===== config.mk =====
export PLATFORM = sky130hd
export DESIGN_NAME = vga_ring_engine
export DESIGN_NICKNAME = d
export VERILOG_FILES = /design/src/rtl/vga_ring_pkg.sv /design/src/rtl/vga_bounce_axis.sv /design/src/rtl/vga_ring_engine.sv
export SDC_FILE = /design/constraint.sdc
export NUM_CORES = 1
export LEC_CHECK = 0
export ABC_CLOCK_PERIOD_IN_PS = 6100
export BUFFER_PORTS_ARGS = -buffer_cell sky130_fd_sc_hd__buf_4
export CAP_MARGIN = 5
export CORE_ASPECT_RATIO = 2
export CORE_MARGIN = 8
export CORE_UTILIZATION = 42
export DETAILED_ROUTE_END_ITERATION = 8
export PLACE_DENSITY = 0.58
export REMOVE_ABC_BUFFERS = 1
export SLEW_MARGIN = 10
export SYNTH_ARGS = -nofsm -noshare
export SYNTH_HDL_FRONTEND = slang
export SYNTH_SLANG_ARGS = --single-unit

===== constraint.sdc =====
create_clock -name clk -period 6.1 [get_ports clk]
set_input_delay 1.525 -clock clk [delete_from_list [all_inputs] [get_ports clk]]
set_output_delay 1.525 -clock clk [all_outputs]
set_load 0.05 [all_outputs]

===== src/rtl/vga_ring_pkg.sv =====
// Shared encodings and defaults for the concentric-ring VGA pattern engine.
package vga_ring_pkg;

    localparam int H_ACTIVE_DEF = 640;
    localparam int V_ACTIVE_DEF = 480;

    localparam logic [1:0] MODE_COLOR = 2'd0;
    localparam logic [1:0] MODE_GREY  = 2'd1;
    localparam logic [1:0] MODE_MONO  = 2'd2;
    localparam logic [1:0] MODE_INV   = 2'd3;

    typedef enum logic {
        AX_INC = 1'b0,
        AX_DEC = 1'b1
    } axis_state_e;

    // speed select 0..3 maps to a phase step of 1, 2, 4, 8
    function automatic logic [3:0] speed_step(input logic [1:0] spd);
        return 4'b0001 << spd;
    endfunction

endpackage


===== src/rtl/vga_bounce_axis.sv =====
// One axis of the bouncing ring centre: ping-pongs between LO and HI,
// advancing one unit per enabled step and reversing on reaching a limit.
module vga_bounce_axis
    import vga_ring_pkg::*;
#(
    parameter int LO   = 64,
    parameter int HI   = 576,
    parameter int INIT = 320
) (
    input  logic        clk,
    input  logic        rst_n,
    input  logic        step_en,
    output logic [9:0]  pos,
    output axis_state_e state
);

    localparam logic [9:0] LO_L   = 10'(LO);
    localparam logic [9:0] HI_L   = 10'(HI);
    localparam logic [9:0] INIT_L = 10'(INIT);

    logic [9:0]  pos_q, pos_d;
    axis_state_e state_q, state_d;

    always_comb begin
        pos_d   = pos_q;
        state_d = state_q;
        if (step_en) begin
            case (state_q)
                AX_INC: begin
                    pos_d = pos_q + 10'd1;
                    if (pos_d == HI_L) state_d = AX_DEC;
                end
                default: begin
                    pos_d = pos_q - 10'd1;
                    if (pos_d == LO_L) state_d = AX_INC;
                end
            endcase
        end
    end

    always_ff @(posedge clk or negedge rst_n) begin
        if (!rst_n) begin
            pos_q   <= INIT_L;
            state_q <= AX_INC;
        end else begin
            pos_q   <= pos_d;
            state_q <= state_d;
        end
    end

    assign pos   = pos_q;
    assign state = state_q;

endmodule


===== src/rtl/vga_ring_engine.sv =====
// Concentric-ring pattern generator: 2-cycle registered pixel pipeline with
// syncs delayed alongside; animation and palette config change only at frame start.
module vga_ring_engine
    import vga_ring_pkg::*;
#(
    parameter int   H_ACTIVE   = H_ACTIVE_DEF,
    parameter int   V_ACTIVE   = V_ACTIVE_DEF,
    parameter int   COLOR_BITS = 2,
    parameter int   PHASE_W    = 10,
    parameter int   RING_SHIFT = 4,
    parameter int   MARGIN     = 64,
    parameter logic SYNC_IDLE  = 1'b1
) (
    input  logic                  clk,
    input  logic                  rst_n,
    input  logic [9:0]            hpos,
    input  logic [9:0]            vpos,
    input  logic                  display_on,
    input  logic                  hsync_in,
    input  logic                  vsync_in,
    input  logic [1:0]            speed,
    input  logic                  direction,
    input  logic                  pause,
    input  logic [1:0]            mode,
    input  logic                  bounce,
    output logic [COLOR_BITS-1:0] r_out,
    output logic [COLOR_BITS-1:0] g_out,
    output logic [COLOR_BITS-1:0] b_out,
    output logic                  hsync_out,
    output logic                  vsync_out,
    output logic                  frame_tick
);

    localparam int C     = COLOR_BITS;
    localparam int IDX_W = RING_SHIFT + 2 + C;
    localparam int EXT_W = (IDX_W > PHASE_W) ? IDX_W : PHASE_W;

    logic [9:0]         cx, cy;
    axis_state_e        x_state, y_state;
    logic               start, step_en;

    logic               at_origin_q, at_origin_d;
    logic               frame_tick_q, frame_tick_d;
    logic [1:0]         mode_q, mode_d;
    logic [PHASE_W-1:0] phase_q, phase_d, step;

    logic [10:0]        dx, dy, mx, mn;
    logic [11:0]        radius_q, radius_d;
    logic               disp1_q, disp1_d, hs1_q, hs1_d, vs1_q, vs1_d;

    logic [PHASE_W-1:0] anim;
    logic [EXT_W-1:0]   anim_ext;
    logic [C-1:0]       ri, gi, bi;
    logic [C-1:0]       r_q, r_d, g_q, g_d, b_q, b_d;
    logic               hs2_q, hs2_d, vs2_q, vs2_d;
    logic               unused_bits;

    assign at_origin_d = (hpos == 10'd0) && (vpos == 10'd0);
    assign start       = at_origin_d && !at_origin_q;
    assign step_en     = start && bounce && !pause;
    assign step        = PHASE_W'(speed_step(speed));

    vga_bounce_axis #(.LO(MARGIN), .HI(H_ACTIVE - MARGIN), .INIT(H_ACTIVE / 2)) u_axis_x (
        .clk(clk), .rst_n(rst_n), .step_en(step_en), .pos(cx), .state(x_state)
    );
    vga_bounce_axis #(.LO(MARGIN), .HI(V_ACTIVE - MARGIN), .INIT(V_ACTIVE / 2)) u_axis_y (
        .clk(clk), .rst_n(rst_n), .step_en(step_en), .pos(cy), .state(y_state)
    );

    always_comb begin
        frame_tick_d = start;
        mode_d       = start ? mode : mode_q;
        phase_d      = phase_q;
        if (start && !pause)
            phase_d = direction ? (phase_q - step) : (phase_q + step);

        // stage 1: octagonal distance approximation
        dx       = (hpos >= cx) ? 11'(hpos - cx) : 11'(cx - hpos);
        dy       = (vpos >= cy) ? 11'(vpos - cy) : 11'(cy - vpos);
        mx       = (dx >= dy) ? dx : dy;
        mn       = (dx >= dy) ? dy : dx;
        radius_d = 12'(mx) + 12'(mn >> 1);
        disp1_d  = display_on;
        hs1_d    = hsync_in;
        vs1_d    = vsync_in;

        // stage 2: ring index and palette
        anim     = radius_q[PHASE_W-1:0] + phase_q;
        anim_ext = EXT_W'(anim);
        ri       = anim_ext[RING_SHIFT +: C];
        gi       = anim_ext[RING_SHIFT+1 +: C];
        bi       = anim_ext[RING_SHIFT+2 +: C];
        case (mode_q)
            MODE_COLOR: begin r_d = ri;  g_d = gi;  b_d = bi;  end
            MODE_GREY:  begin r_d = gi;  g_d = gi;  b_d = gi;  end
            MODE_MONO:  begin
                r_d = {C{anim_ext[RING_SHIFT]}};
                g_d = r_d;
                b_d = r_d;
            end
            default:    begin r_d = ~ri; g_d = ~gi; b_d = ~bi; end
        endcase
        if (!disp1_q) begin
            r_d = '0;
            g_d = '0;
            b_d = '0;
        end
        hs2_d = hs1_q;
        vs2_d = vs1_q;
    end

    always_ff @(posedge clk or negedge rst_n) begin
        if (!rst_n) begin
            at_origin_q  <= 1'b0;
            frame_tick_q <= 1'b0;
            mode_q       <= 2'd0;
            phase_q      <= '0;
            radius_q     <= '0;
            disp1_q      <= 1'b0;
            hs1_q        <= SYNC_IDLE;
            vs1_q        <= SYNC_IDLE;
            r_q          <= '0;
            g_q          <= '0;
            b_q          <= '0;
            hs2_q        <= SYNC_IDLE;
            vs2_q        <= SYNC_IDLE;
        end else begin
            at_origin_q  <= at_origin_d;
            frame_tick_q <= frame_tick_d;
            mode_q       <= mode_d;
            phase_q      <= phase_d;
            radius_q     <= radius_d;
            disp1_q      <= disp1_d;
            hs1_q        <= hs1_d;
            vs1_q        <= vs1_d;
            r_q          <= r_d;
            g_q          <= g_d;
            b_q          <= b_d;
            hs2_q        <= hs2_d;
            vs2_q        <= vs2_d;
        end
    end

    assign r_out       = r_q;
    assign g_out       = g_q;
    assign b_out       = b_q;
    assign hsync_out   = hs2_q;
    assign vsync_out   = vs2_q;
    assign frame_tick  = frame_tick_q;
    assign unused_bits = ^{radius_q, anim_ext, x_state, y_state};

endmodule

==> results of run 1 <==
what timing repair did:
action / CTS / global route
endpoints found under the setup margin: 2 / 4
pin swaps: 1 / 10
gates cloned: 0 / 0
hold buffers: 0 / 0
setup buffers: 1 / 8
gates resized for setup: 1 / 38
layout by cell type (no fill, tap or decap), types with 5 or more instances in the layout:
cell type / count
sky130_fd_sc_hd__a21oi_2: 5
sky130_fd_sc_hd__nor3_1: 15
sky130_fd_sc_hd__o211a_1: 5
sky130_fd_sc_hd__inv_1: 63
sky130_fd_sc_hd__and3_1: 5
sky130_fd_sc_hd__dfstp_2: 10
sky130_fd_sc_hd__a21oi_1: 46
sky130_fd_sc_hd__nand3_1: 25
sky130_fd_sc_hd__mux2i_1: 22
sky130_fd_sc_hd__nand2b_1: 7
sky130_fd_sc_hd__o21ai_1: 6
sky130_fd_sc_hd__ha_1: 76
sky130_fd_sc_hd__o21ai_0: 20
sky130_fd_sc_hd__a21o_1: 23
sky130_fd_sc_hd__nand2_1: 36
sky130_fd_sc_hd__nor2_1: 40
sky130_fd_sc_hd__nand4_1: 5
sky130_fd_sc_hd__xor2_1: 13
sky130_fd_sc_hd__dfrtp_1: 43
sky130_fd_sc_hd__clkbuf_16: 5
sky130_fd_sc_hd__a31oi_1: 13
sky130_fd_sc_hd__mux2_2: 13
sky130_fd_sc_hd__nor2b_1: 7
sky130_fd_sc_hd__nor4_1: 8
sky130_fd_sc_hd__a211oi_1: 5
sky130_fd_sc_hd__xnor2_1: 41
sky130_fd_sc_hd__buf_4: 158
power by group through the flow:
stage | Sequential, W | Clock [W] | Combinational, W
after detailed placement | 0.000418 | 0 | 0.000582
after global routing | 0.000413 | 0.000322 | 0.000672
after CTS | 0.000411 | 0.000312 | 0.000586
after floorplan | 0.000465 | 0 | 0.000317
after global placement | 0.000417 | 0 | 0.000574
final | 0.000409 | 0.000302 | 0.000609
cell type report:
| class | count | area (sq um) |
|---|---|---|
| tap | 157 | 196 |
| inverter | 65 | 244 |
| multi-input combinational | 530 | 4240 |
| fill | 1288 | 6280 |
| clock buffer | 5 | 125 |
| timing repair buffer | 160 | 1210 |
| sequential | 53 | 1340 |
| clock inverter | 3 | 26.3 |
cell families (layout without fill, tap and decap cells):
group	count (synthesis)	count (layout)
muxes	37	37
AOI/OAI and AO/OA	180	180
adders and majority gates	84	84
DFF	53	53
buffers and inverters	94	233
xor gates and xnor gates	56	56
and+or+nand+nor	173	173
state kept, by name (all words and copies together), names as in the netlist:
signal          cells
u_axis_x.pos       10
u_axis_y.pos       10
phase_q             8
radius_q            8
b_out               2
g_out               2
mode_q              2
r_out               2
at_origin_q         1
disp1_q             1
frame_tick          1
hs1_q               1
hsync_out           1
u_axis_x.state      1
u_axis_y.state      1
vs1_q               1
vsync_out           1
path summary, 6_finish.rpt:
| check | startpoint | endpoint | slack [ps] |
|---|---|---|---|
| worst max-delay path | vpos[4] | radius_q[7] | 220 |
| worst min-delay path | vs1_q | vsync_out | 360 |
| worst max register to register | u_axis_x.pos[2] | radius_q[7] | 780 |
| worst min register to register | vs1_q | vsync_out | 360 |
| max in group asynchronous | rst_n | mode_q[0] | 4360 |
| min in group asynchronous | rst_n | u_axis_x.pos[5] | 1280 |
per-layer routing:
metal	wire length, um	part of all wire, %
met3	297	1.8
met4	501	3.1
met1	6690	41
met2	8760	54
met5	0	0
stage by stage:
step	cell area [sq um]	util (%)	cells
floorplan	5650	-	648
global placement	6980	51.1	956
detailed placement	6980	51.1	956
CTS	7150	52.3	965
global route	7380	54.0	973
finish	7380	54.0	973
==> results, run 1 <==
- The flow ran to the end, and the final reports show no timing, DRC or antenna violations.
- 0 antenna diodes ended up in the layout.
- The maximum cell stage delay along the critical path is 370 ps.
- Global routing used 19.7% of the available met1 tracks.
- The tightest slew margin relative to the limit is 44.3%.
- At the worst endpoint, the required time is 6330 ps.
- In this run the remaining antenna-violating nets after routing total 0.
- Global routing consumed, over all layers together, 17.9% of the routing resources.
- The final max-slew violation count came to 0.
- Entering global routing, the biggest net connects 54 pins.
- Setup slack closes at 218 ps.
- The total via count after detailed routing is 5387.
- The global-route wire length before repair is 26400 um.
- The sequential share of power is 31.0%.
- The synthesized netlist devotes 8.46% of its cell area to XOR and XNOR gates.
- The die boundary width is 99.1 um.
- The routed wire length is 16200 um.
- Dividing total power by cell area gives a power density of 179 nW/um^2.
- By startpoint and endpoint, the worst setup path is classified as primary input to flip-flop.
- STA puts the critical path data arrival time at 6110 ps.
- The number of register bits inferred by synthesis is 53.
- In this run the power spent charging and discharging nets is 0.000475 W.
- Max-cap violations in this run came to 0.
- The I/O pin total is 41.
- The post-synthesis instance total is 677.
- The kind of capture point of the worst setup path is a flip-flop.
- Counting cells, the worst reg-to-reg path comes to 25.
- The placeable core region is 13700 sq um.
- Using the TritonRoute via totals, the vias-per-cell ratio works out to 5.54.
- The number of nets in the final layout is 931.
- The deepest clock path buffer count is 2.
- After clock tree synthesis, the clock-pin slew on the worst setup and hold paths is 80 ps.
- The share of Yosys cell area claimed by the top area cell type is 18.6%.
- The detailed placer's ending HPWL is 13300 um.
- The proportion of synthesized flip-flops having asynchronous set or reset is 100%.
- The share of synthesized area spent on multiplexers is 6.67%.
- The detailed-route wire length per cell is 16.7 um.
- The number of global-route vias before repair was 5495.
- Timing would allow up to 170 MHz.
- The weighted congestion reported at the end of routability-driven placement is 0.896.
- The TritonCTS clock tree is built.
- The main flop type after synthesis is sky130_fd_sc_hd__dfrtp_1.
- The total DRC errors in the routed layout is 0.
- In this run the core area contains 61 standard-cell rows.
- The number of buffers added by the clock tree synthesis step is 5.
- The sequential area share after synthesis is 23.1%.
- The total number of clock tree sinks is 53.
- From bottom edge to top edge, the die measures 182 um.
- The total power is 0.00132 W.
- In this run switching power makes up 36.0% of total power.
- The number of failing hold endpoints at the final stage is 0.
- The first detailed-routing pass took 6 iterations.
- The number of setup violations in the final report is 0.
- After synthesis, the largest family of logic cells by area is compound AO/OA/AOI/OAI gates.
- The clock network burns 22.9% of the power.
- In this run the tool buffered the top-level ports with 40 buffer cells.
- Along the worst path, the maximum fanout reaches 7.
- On the critical path, the stage with the largest delay is an instance of sky130_fd_sc_hd__mux2_2.
- The number of antenna violations at the first check in global routing is 0.
- The number of warnings issued by yosys is 0.
- The area share of and/or/nand/nor cells after synthesis is 15.0%.
- Global routing finished with a remaining overflow of 0.
- IR analysis of the VDD net gives a maximum drop of 0.145 mV.
- The time the worst path needs with I/O delays and setup is 5880 ps.
- The leakage power is 3.60 nW.
- Setup total negative slack on the finished layout was measured at 0 ps.
- The first routing iteration left 230 violations.
- For the pin with the worst max-slew slack, the measured transition is 829 ps.
- The fraction of the mapped netlist area in compound gates is 21.2%.
- The largest clock skew in the final design is 5.47 ps.
- The insertion delay of the later-clocked pin in the worst-skew pair is 300 ps.
- The cell seen most often among critical-path stages is sky130_fd_sc_hd__a21o_1.
- CTS built an H-tree with a depth of 2.
- The average size of a mapped cell is 8.56 sq um.
- The most frequent cell after synthesis is sky130_fd_sc_hd__ha_1.
- After layout, the worst path uses 96.4% of the clock period.
- The largest area contributor in the synthesized netlist is sky130_fd_sc_hd__dfrtp_1.
- The pre-CTS setup slack is -323 ps.
- Grouping stages by cell kind, the critical path spends the most delay in compound AO/OA/AOI/OAI gates.
- Cells with a size suffix above 1 make up 29.0% of the layout.
- The count of unique library cells instantiated by Yosys is 68.
- The area growth from synthesis to layout is 27.3%.
- The worst hold margin is 358 ps.
- The number of stages on the worst setup path is 27.
- The element type at the critical path start is a primary input.
- For this configuration, the core starts out at a cell density of 42.4%.
- The sum of buffers and inverters on the critical path is 3.
- The adder-cell share of the synthesized area is 18.9%.
- The internal power is 0.000845 W.
- The tightest min-delay check is of the flip-flop to flip-flop type.
- The number of enable-type register cells in the synthesized netlist is 0.
- The global-route layer with the greatest usage is met2.
- The area of the die is 18000 sq um.
- The commonest cells after synthesis are sky130_fd_sc_hd__ha_1, sky130_fd_sc_hd__inv_1, sky130_fd_sc_hd__a21oi_1.
- In the post-synthesis netlist, the biggest area contributors are sky130_fd_sc_hd__dfrtp_1, sky130_fd_sc_hd__ha_1, sky130_fd_sc_hd__xnor2_1, sky130_fd_sc_hd__dfstp_2, sky130_fd_sc_hd__a21oi_1.
- The worst hold path was traced through 0 stages.
- The cell area after technology mapping is 5800 sq um.
- CTS placed an instance of sky130_fd_sc_hd__clkbuf_16 at the clock tree root.
- The combinational power share is 46.1%.
- The met3 layer usage reported by global route is 1.37%.
- In the global route stage, met2 resource usage came out at 34.2%.
Note: power is estimated with default switching activity, not from simulation.
==> inputs of run 2 (changes only) <==
- CTS_CLUSTER_DIAMETER: unset -> 100
- RECOVER_POWER: unset -> 50
==> run 2 against run 1 <==
  * The flow now finishes with violations (capacitance limit, slew limit)
  * First-iteration DRC count unchanged
  * Sequential power about the same
  * Worst setup slack unchanged
  * Fmax unchanged
  * Via count about the same
  * Sequential share of layout area barely moved
  * Power about the same
  * Register-to-register slack barely moved
  * Design area hardly changed
  * Cell count did not move
  * Global-route usage unchanged
  * Combinational power about the same
  * Critical path type unchanged
  * Critical endpoint unchanged
  * Largest cell class unchanged
  * Largest power group unchanged
==> results, run 2 (synthesis results as in run 1) <==
- Result of the run: finished, violations left (was finished, final reports clean).
- The final reports fail on capacitance limit, slew limit.
- The hold-critical path depth is 0 (unchanged).
- The starting DRC count in detailed routing is 230 (unchanged).
- The total number of clock tree sinks is 53 (unchanged).
- The area of all placed cells without fillers is 7380 sq um (about the same).
- The area of the die is 18000 sq um (unchanged).
- The combinational power share is 46.1% (about the same).
- The TritonCTS clock tree is built (unchanged).
- The largest clock skew in the final design was 5.46 ps (was 5.47 ps).
- The sequential share of power is 31.0% (about the same).
- The register-to-register setup slack was 780 ps (about the same).
- The total via count after detailed routing is 5385 (was 5387).
- The tightest slew margin relative to the limit was -98.7% (was 44.3%).
- The reported max-cap violation count is 1 (was 0).
- The maximum resistive drop on vdd is 0.145 mV (about the same).
- The time the worst path needs with I/O delays and setup is 5880 ps (unchanged).
- The net switching power of the design is 0.000475 W (about the same).
- The total DRC errors in the routed layout came to 0 (unchanged).
- The number of setup violations in the final report is 0 (unchanged).
- The weighted congestion reported at the end of routability-driven placement is 0.896 (unchanged).
- The switching fraction of total power is 36.0% (about the same).
- The row count is 61 (unchanged).
- The kind of capture point of the worst setup path was a flip-flop (unchanged).
- The detailed placer's ending HPWL is 13300 um (unchanged).
- The insertion delay of the later-clocked pin in the worst-skew pair is 300 ps (about the same).
- The launching element of the worst setup path is vpos[4] (unchanged).
- The power per standard cell area was 179 nW/um^2 (about the same).
- The post-route fraction of the period consumed by the critical path was 96.4% (unchanged).
- The all-layer global routing usage is 17.9% (unchanged).
- The I/O pin total is 41 (unchanged).
- The clock-pin transition on the worst setup and hold timing paths is 80 ps (about the same).
- The height of the chip is 182 um (unchanged).
- The origin of the worst min-delay path is vs1_q (unchanged).
- The share of total power in the clock network is 22.9% (about the same).
- The actual slew at the worst max-slew pin came to 2980 ps (was 829 ps).
- The detailed-route wire length per cell was 16.7 um (about the same).
- The die boundary width was 99.1 um (unchanged).
- The number of global-route vias before repair is 5495 (unchanged).
- The startpoint of the most critical register-to-register path is u_axis_x.pos[2] (unchanged).
- The maximum number of pins on one net before global-route repair came to 54 (unchanged).
- The worst endpoint data arrival time was 6110 ps (about the same).
- The starting density of the core is 42.4% (unchanged).
- The clock root buffer master is sky130_fd_sc_hd__clkbuf_16 (unchanged).
- The number of failing hold endpoints at the final stage is 0 (unchanged).
- The placeable core region is 13700 sq um (unchanged).
- The final global-route overflow total is 0 (unchanged).
- The number of cells on the worst reg-to-reg path is 25 (unchanged).
- The routed wire length is 16200 um (about the same).
- The fmax is 170 MHz (unchanged).
- The most common cell after layout, fill and taps aside is sky130_fd_sc_hd__buf_4 (unchanged).
- The classification of the worst setup path is primary input to flip-flop (unchanged).
- Highest-count cells in the layout ignoring fill and taps: sky130_fd_sc_hd__buf_4, sky130_fd_sc_hd__ha_1, sky130_fd_sc_hd__inv_1 (unchanged).
- The via density per instance was 5.53 (was 5.54).
- The endpoint required time on the critical path is 6330 ps (about the same).
- The H-tree depth is 2 (unchanged).
- The classification of the worst-slack hold path was flip-flop to flip-flop (unchanged).
- The number of buffers inserted by port buffering came to 40 (unchanged).
- The count of antenna-violating nets left after detailed routing is 0 (unchanged).
- The number of antenna violations at the first check in global routing is 0 (unchanged).
- The peak fanout along the critical path is 7 (unchanged).
- The fraction of final layout cells sized beyond drive strength 1 is 28.9% (was 29.0%).
- The element type at the critical path start is a primary input (unchanged).
- The final worst-path setup slack came to 218 ps (unchanged).
- The deepest clock path buffer count came to 2 (unchanged).
- The iteration count of the initial detailed-routing pass is 6 (unchanged).
- The pre-CTS setup slack is -323 ps (unchanged).
- The number of nets in the final layout is 931 (unchanged).
- The leakage power is 3.60 nW (about the same).
- The global-route wire length before repair is 26400 um (unchanged).
- The area after detailed placement is 6980 sq um (unchanged).
- The number of buffers added by the clock tree synthesis step is 5 (unchanged).
- The final max-slew violation count came to 54 (was 0).
- The number of diodes is 0 (unchanged).
- The layout overhead on the synthesized area came to 27.3% (about the same).
- The internal power is 0.000844 W (was 0.000845 W).
==> run 2: changes by cell type in the layout (fill, tap and decap cells not counted), sizes merged <==
| cell | delta |
|---|---|
| clkbuf | +4 |
| buf | -4 |
==> run 2: stage by stage <==
step	total power (W)	hold WS, ps	cells	setup TNS [ps]	util [%]
floorplan	0.000782	345	648	-616	-
global placement	0.000992	346	956	-736	51.1
detailed placement	0.00100	347	956	-1080	51.1
CTS	0.00131	359	965	0	52.3
global route	0.00141	361	973	-24.2	54.0
finish	0.00132	358	973	0	54.0
==> run 2: path summary, 6_finish.rpt <==
check                                        to
worst max-delay path                radius_q[7]
worst min-delay path                  vsync_out
worst max register to register      radius_q[7]
worst min register to register        vsync_out
max in group asynchronous             mode_q[0]
min in group asynchronous       u_axis_x.pos[5]
==> run 2: final cells by class <==
type | instances | area [sq um]
timing repair buffer | 160 | 1200
sequential | 53 | 1340
clock buffer | 5 | 125
fill | 1287 | 6280
tap | 157 | 196
multi-input combinational | 530 | 4240
inverter | 65 | 244
clock inverter | 3 | 26.3
==> run 2: worst max-delay path, stage by stage <==
cell and delay (ps):
sky130_fd_sc_hd__buf_4 100, sky130_fd_sc_hd__inv_1 40, sky130_fd_sc_hd__ha_1 300, sky130_fd_sc_hd__a21o_1 180, sky130_fd_sc_hd__a21o_1 210, sky130_fd_sc_hd__a221oi_4 330
sky130_fd_sc_hd__o21ai_4 130, sky130_fd_sc_hd__a211oi_1 220, sky130_fd_sc_hd__a21oi_1 80, sky130_fd_sc_hd__xnor2_1 140, sky130_fd_sc_hd__buf_4 140, sky130_fd_sc_hd__ha_1 290
sky130_fd_sc_hd__and3_1 160, sky130_fd_sc_hd__nand3_1 90, sky130_fd_sc_hd__a21oi_1 140, sky130_fd_sc_hd__a211oi_1 60, sky130_fd_sc_hd__o21ai_1 140, sky130_fd_sc_hd__a21o_1 240
sky130_fd_sc_hd__mux2_2 370, sky130_fd_sc_hd__ha_1 290, sky130_fd_sc_hd__a21o_1 200, sky130_fd_sc_hd__a21oi_2 160, sky130_fd_sc_hd__o21ai_1 100, sky130_fd_sc_hd__o21ai_1 120
sky130_fd_sc_hd__nand2b_1 80, sky130_fd_sc_hd__a21oi_2 140, sky130_fd_sc_hd__xor2_1 140
==> run 2: routing by layer <==
metal	vias up	routed length, um	global-route usage, %	part of all wire, %
met3	26	301	1.37	1.9
met4	0	501	6.96	3.1
li1	2693	-	-	-
met2	90	8760	34.2	54
met5	-	0	0	0
met1	2576	6670	19.7	41
==> run 2: power groups by stage <==
stage | combinational, W | sequential (W) | clock, W
after floorplan | 0.000317 | 0.000465 | 0
after global placement | 0.000574 | 0.000417 | 0
after detailed placement | 0.000582 | 0.000418 | 0
after CTS | 0.000586 | 0.000411 | 0.000312
after global routing | 0.000671 | 0.000413 | 0.000322
final | 0.000608 | 0.000409 | 0.000302
==> run 2: timing repair <==
item / in CTS / in global routing
pin swaps: 1 / 10
gates resized for setup: 1 / 38
hold buffers: 0 / 0
endpoints found under the setup margin: 2 / 4
buffers inserted: 1 / 8
